<file path="src/rtl/alu_issue_ctrl.sv">
// alu_issue_ctrl: initiator side of the ALU interface in the multicycle
// datapath. Accepts one decoded instruction, drives the external
// combinational ALU for one cycle from registered fields, captures the
// result with branch/illegal flags and holds it until the consumer accepts.
module alu_issue_ctrl #(
    parameter int DATA_W = 32,
    parameter int CNT_W  = 16
) (
    input  logic              clk,
    input  logic              reset,
    input  logic              instr_valid,
    output logic              instr_ready,
    input  logic [5:0]        opcode,
    input  logic [5:0]        funct,
    input  logic [4:0]        shamt,
    input  logic [DATA_W-1:0] rs_data,
    input  logic [DATA_W-1:0] rt_data,
    input  logic [15:0]       imm,
    output logic [DATA_W-1:0] alu_a,
    output logic [DATA_W-1:0] alu_b,
    output logic [2:0]        alu_control,
    input  logic [DATA_W-1:0] alu_result,
    input  logic              alu_zero,
    output logic              res_valid,
    input  logic              res_ready,
    output logic [DATA_W-1:0] res_data,
    output logic              branch_taken,
    output logic              illegal,
    output logic [CNT_W-1:0]  retired_count
);

    typedef enum logic [1:0] {IDLE, EXEC, RESP} state_t;

    localparam logic [5:0] OP_RTYPE = 6'b000000;
    localparam logic [5:0] OP_BEQ   = 6'b000100;
    localparam logic [5:0] OP_BNE   = 6'b000101;
    localparam logic [5:0] OP_ADDI  = 6'b001000;
    localparam logic [5:0] OP_ANDI  = 6'b001100;

    localparam logic [5:0] FN_SLL = 6'b000000;
    localparam logic [5:0] FN_SRL = 6'b000010;
    localparam logic [5:0] FN_SRA = 6'b000011;
    localparam logic [5:0] FN_ADD = 6'b100000;
    localparam logic [5:0] FN_SUB = 6'b100010;
    localparam logic [5:0] FN_AND = 6'b100100;
    localparam logic [5:0] FN_OR  = 6'b100101;

    localparam logic [2:0] ALU_ADD = 3'b000;
    localparam logic [2:0] ALU_SUB = 3'b001;
    localparam logic [2:0] ALU_AND = 3'b010;
    localparam logic [2:0] ALU_OR  = 3'b011;
    localparam logic [2:0] ALU_SLL = 3'b100;
    localparam logic [2:0] ALU_SRL = 3'b101;
    localparam logic [2:0] ALU_SRA = 3'b110;

    state_t state, state_next;

    logic [5:0]        opcode_q;
    logic [5:0]        funct_q;
    logic [4:0]        shamt_q;
    logic [DATA_W-1:0] rs_q;
    logic [DATA_W-1:0] rt_q;
    logic [15:0]       imm_q;

    logic [2:0]        dec_ctrl;
    logic [DATA_W-1:0] dec_a;
    logic [DATA_W-1:0] dec_b;
    logic              dec_illegal;
    logic              dec_beq;
    logic              dec_bne;

    logic [DATA_W-1:0] shamt_ext;
    logic [DATA_W-1:0] imm_sext;
    logic [DATA_W-1:0] imm_zext;

    assign shamt_ext = {{(DATA_W-5){1'b0}}, shamt_q};
    assign imm_sext  = {{(DATA_W-16){imm_q[15]}}, imm_q};
    assign imm_zext  = {{(DATA_W-16){1'b0}}, imm_q};

    // Decode the registered instruction fields into ALU operands and op code.
    always_comb begin
        // NOTE: every combinational output gets a default first so no path
        // through the case statements can leave it unassigned (no latches).
        dec_ctrl    = ALU_ADD;
        dec_a       = '0;
        dec_b       = '0;
        dec_illegal = 1'b0;
        dec_beq     = 1'b0;
        dec_bne     = 1'b0;
        unique case (opcode_q)
            OP_RTYPE: begin
                unique case (funct_q)
                    FN_ADD: begin dec_ctrl = ALU_ADD; dec_a = rs_q; dec_b = rt_q;      end
                    FN_SUB: begin dec_ctrl = ALU_SUB; dec_a = rs_q; dec_b = rt_q;      end
                    FN_AND: begin dec_ctrl = ALU_AND; dec_a = rs_q; dec_b = rt_q;      end
                    FN_OR:  begin dec_ctrl = ALU_OR;  dec_a = rs_q; dec_b = rt_q;      end
                    FN_SLL: begin dec_ctrl = ALU_SLL; dec_a = rt_q; dec_b = shamt_ext; end
                    FN_SRL: begin dec_ctrl = ALU_SRL; dec_a = rt_q; dec_b = shamt_ext; end
                    FN_SRA: begin dec_ctrl = ALU_SRA; dec_a = rt_q; dec_b = shamt_ext; end
                    default: dec_illegal = 1'b1;
                endcase
            end
            OP_ADDI: begin dec_ctrl = ALU_ADD; dec_a = rs_q; dec_b = imm_sext; end
            OP_ANDI: begin dec_ctrl = ALU_AND; dec_a = rs_q; dec_b = imm_zext; end
            OP_BEQ:  begin dec_ctrl = ALU_SUB; dec_a = rs_q; dec_b = rt_q; dec_beq = 1'b1; end
            OP_BNE:  begin dec_ctrl = ALU_SUB; dec_a = rs_q; dec_b = rt_q; dec_bne = 1'b1; end
            default: dec_illegal = 1'b1;
        endcase
    end

    // State register.
    always_ff @(posedge clk or posedge reset) begin
        if (reset) state <= IDLE;
        else       state <= state_next;
    end

    // Next-state logic and handshake / ALU-drive outputs.
    always_comb begin
        state_next  = state;
        instr_ready = 1'b0;
        res_valid   = 1'b0;
        alu_a       = '0;
        alu_b       = '0;
        alu_control = ALU_ADD;
        unique case (state)
            IDLE: begin
                instr_ready = 1'b1;
                if (instr_valid) state_next = EXEC;
            end
            EXEC: begin
                alu_a       = dec_a;
                alu_b       = dec_b;
                alu_control = dec_ctrl;
                state_next  = RESP;
            end
            RESP: begin
                res_valid = 1'b1;
                if (res_ready) state_next = IDLE;
            end
            default: state_next = IDLE;
        endcase
    end

    // Capture instruction fields and operands on acceptance.
    always_ff @(posedge clk or posedge reset) begin
        // NOTE: the operand registers are ordinary flops, so clearing them
        // on reset is cheap and keeps alu_a/alu_b deterministic afterwards.
        if (reset) begin
            opcode_q <= '0;
            funct_q  <= '0;
            shamt_q  <= '0;
            rs_q     <= '0;
            rt_q     <= '0;
            imm_q    <= '0;
        end else if (instr_valid && instr_ready) begin
            // NOTE: sequential state is always updated with <= so every flop
            // samples the pre-edge values, independent of statement order.
            opcode_q <= opcode;
            funct_q  <= funct;
            shamt_q  <= shamt;
            rs_q     <= rs_data;
            rt_q     <= rt_data;
            imm_q    <= imm;
        end
    end

    // Register the response at the end of EXEC; it is held through RESP.
    always_ff @(posedge clk or posedge reset) begin
        if (reset) begin
            res_data     <= '0;
            branch_taken <= 1'b0;
            illegal      <= 1'b0;
        end else if (state == EXEC) begin
            res_data     <= dec_illegal ? '0 : alu_result;
            branch_taken <= (dec_beq && alu_zero) || (dec_bne && !alu_zero);
            illegal      <= dec_illegal;
        end
    end

    // Count accepted responses; wraps naturally at 2^CNT_W.
    always_ff @(posedge clk or posedge reset) begin
        if (reset)                       retired_count <= '0;
        else if (res_valid && res_ready) retired_count <= retired_count + 1'b1;
    end

endmodule
</file>
<file path="config.mk">
export PLATFORM = sky130hd
export DESIGN_NAME = alu_issue_ctrl
export DESIGN_NICKNAME = d
export VERILOG_FILES = /design/src/rtl/alu_issue_ctrl.sv
export SDC_FILE = /design/constraint.sdc
export NUM_CORES = 1
export LEC_CHECK = 0
export CAP_MARGIN = 20
export CORE_MARGIN = 2
export CORE_UTILIZATION = 45
export DETAILED_ROUTE_END_ITERATION = 10
export PLACE_DENSITY = 0.81
export SLEW_MARGIN = 10
export SYNTH_ARGS = -nofsm -noshare
export SYNTH_HDL_FRONTEND = slang
export SYNTH_SLANG_ARGS = --single-unit
</file>
<file path="constraint.sdc">
create_clock -name clk -period 5.8 [get_ports clk]
set_clock_uncertainty 0.1 [all_clocks]
set_input_delay 1.16 -clock clk [delete_from_list [all_inputs] [get_ports clk]]
set_output_delay 1.16 -clock clk [all_outputs]
set_load 0.1 [all_outputs]
</file>
==> impl_metrics.py <==
metrics = {
    "outcome": {
        "status": "finished, final reports clean",
    },
    "worst_setup_path": {
        "worstSetupPathType": "reg2out",
        "cpMaxStageDelayCell": "clkdlybuf4s50_1",
        "required_ps": 4540,
        "timing.rr.start": "state[0]",
        "end_kind": "primary output",
        "cp_max_fo": 32,
        "crit_chain": "nor3_2 > nand2_2 > a21oi_2 > buf_4 > nor2b_1 > clkdlybuf4s50_1",
        "r2r_cells": 4,
        "cpPeakStageDelay_ps": 1150,
        "cp_top_family": "buffers and inverters",
        "timing.reg2reg.setup_slack_ps": 3240,
        "r2r-end": "rt_q[12]",
        "arrival_ps": 3600,
        "crit_buf_inv": 2,
        "startpoint_type": "register",
    },
    "clock_tree": {
        "post_cts_resized": 0,
        "clock-root-buffer": "clkbuf_16",
        "cts_buffers": 17,
        "post_cts_buffers": 0,
        "clk_latency_ps": 420,
        "path_clk_slew_ps": 60,
        "htree_levels": 4,
        "cts_buffer_depth": 2,
        "hold_buffers": 0,
        "cts_tree": "built",
        "cts_sinks": 149,
    },
    "floorplan": {
        "rows": 44,
        "die-area_um2": 16000,
        "die_x_um": 127,
        "die_h_um": 127,
        "ioPinCount": 253,
        "fp.coreArea_um2": 14600,
        "initial_core_util_pct": 46.4,
    },
    "detailed_routing": {
        "via_count": 5294,
        "wl_per_cell_um": 19.9,
        "drcViolationCount": 0,
        "drt-total-wl_um": 19000,
        "drt-initial-drc-count": 245,
        "drt-pass1-iter-count": 5,
        "ant_nets": 0,
        "viasPerCell": 5.56,
    },
    "hold_path": {
        "hp-class": "reg2reg",
        "whs_path_depth": 1,
        "hold_path_end": "retired_count[15]",
        "holdCritStartpoint": "retired_count[15]",
    },
    "layout": {
        "drive_gt1_share_pct": 24.0,
        "fin_util_pct": 67.5,
        "diodes": 0,
        "syn2layout_area_growth_pct": 45.5,
        "nets": 891,
        "final_cell_area_um2": 9840,
        "fin_cells": 952,
    },
    "placement": {
        "port_buffers": 252,
        "place_congestion": 0.782,
        "place_area_um2": 9200,
        "dp_hpwl_um": 13300,
        "dpl.cell_count": 920,
        "post-place-ws_ps": 1370,
    },
    "global_routing": {
        "grt.total_usage_pct": 23.6,
        "met2_usage_pct": 39.2,
        "top_usage_layer": "met2",
        "use_met3_pct": 4.93,
        "grt_pass1_wl_um": 29400,
        "grt_pass1_vias": 5419,
        "grt_max_degree": 115,
        "grt_overflow_total": 0,
        "met1_usage_pct": 30.1,
        "antenna_found_initial": 0,
    },
    "timing": {
        "relSlewSlack_pct": 30.5,
        "layout_min_cycle_time_ps": 4860,
        "setup_viol": 0,
        "finalCritPeriodShare_pct": 83.8,
        "fin_setup_tns_ps": 0,
        "hold_ws_ps": 384,
        "worst_slack_ps": 939,
        "hold_violations": 0,
        "tightest_slew_ps": 1040,
        "slew_viol_final": 0,
        "fmax_ghz": 0.206,
        "rsz0062_at_grt": "false",
    },
    "synth": {
        "ys_seq_area_share_pct": 55.1,
        "syn_avg_cell_area_um2": 13.1,
        "yosysMostFrequentCell": "dfrtp_1",
        "synth.area.top_cells": "dfrtp_1 55%, mux2_2 13%, a22o_1 9.1%, mux2_1 3.2%, nor2b_1 2.7%",
        "postSynth.asyncResetShare_pct": 100,
        "synth.cells.most_frequent": "149 x dfrtp_1, 78 x mux2_2, 70 x a22o_1, 29 x nor2b_1, 19 x mux2_1",
        "ys_ff_latch": 149,
        "synth_cell_types": 44,
        "yosys.area.top_type_share_pct": 55.1,
        "synthCells": 515,
        "dominantRegCellSynth": "dfrtp_1",
        "syn_area_um2": 6760,
        "synth_fp_nets": 650,
        "synth_edf_count": 0,
        "yosys.area.top_type": "dfrtp_1",
        "synth_warnings": 0,
    },
    "power": {
        "p_leak_nw": 4.13,
        "powerDensity_nw_per_um2": 488,
        "vdd.ir_drop.worst_mv": 0.294,
        "p_total_mw": 4.80,
    },
    "flow_run": {
        "max-cap-violations": 0,
    },
}
-- placed cells by master (no fill, tap or decap), types with 3 or more instances in the layout --
cell / Yosys / layout
dfrtp_1: 149 / 149
xnor2_1: 9 / 9
nor2b_1: 29 / 29
a31oi_1: 16 / 16
a32oi_1: 12 / 12
clkbuf_8: 0 / 4
mux2_1: 19 / 19
a22o_1: 70 / 70
nand2_1: 12 / 12
nor3_1: 3 / 3
buf_4: 3 / 62
clkdlybuf4s50_1: 0 / 197
nand2b_1: 5 / 5
mux2_2: 78 / 78
nand3_1: 12 / 12
clkinvlp_4: 0 / 3
clkbuf_16: 0 / 17
and3_1: 4 / 4
xor2_1: 7 / 7
nand4_1: 3 / 3
nor2_1: 12 / 11
o21ai_0: 6 / 6
bufinv_16: 0 / 3
-- how the worst max path moves through the flow --
stage                 from           end  slack (ps)  depth (start not counted)
2_1_floorplan        reset  branch_taken         530                          1
3_3_place_gp   opcode_q[1]      alu_b[8]        1540                          6
3_5_place_dp   opcode_q[1]      alu_b[7]        1370                          6
4_1_cts        opcode_q[1]      alu_b[7]         910                          6
5_1_grt        opcode_q[1]      alu_b[7]         760                          6
6_report       opcode_q[1]      alu_b[7]         940                          6
-- logic make-up (layout without fill, tap and decap cells) --
logic type / Yosys count / count (layout) / share of synthesized area (%)
flip-flops: 149 / 149 / 55.1
AO/OA/AOI/OAI: 112 / 112 / 13.6
multiplexers: 98 / 98 / 16.3
AND/OR/NAND/NOR: 98 / 98 / 8.81
buffers and inverters: 41 / 294 / 3.89
XOR/XNOR: 16 / 16 / 2.07
adder cells (fa/ha/maj): 1 / 1 / 0.185
-- layer usage --
metal	up-vias	part of all wire, %
li1	2390	-
met1	2678	41
met2	194	50
met3	32	5.4
met4	0	2.7
met5	-	0
-- power breakdown --
group          internal [mW]  leakage, nW  total (mW)  switching (mW)
combinational          0.696         2.00        1.86            1.16
sequential              1.46         1.84        1.80           0.340
clock                  0.719        0.291        1.14           0.419
-- cell type report --
cell class / count / area, um^2
flip-flops and latches: 149 / 3730
fillers: 1067 / 4750
inverters: 2 / 12.5
clock buffers: 23 / 488
clock inverters: 8 / 123
multi-input cells: 325 / 2780
well taps: 184 / 230
repair buffers: 261 / 2480
-- flip-flops by register name (all words and copies together) (netlist names) --
register and flops:
imm_q 16, shamt_q 5, retired_count 16, rs_q 32, rt_q 32, funct_q 6, opcode_q 6, res_data 32
state 2, illegal 1, branch_taken 1
Note: power is estimated with default switching activity, not from simulation.
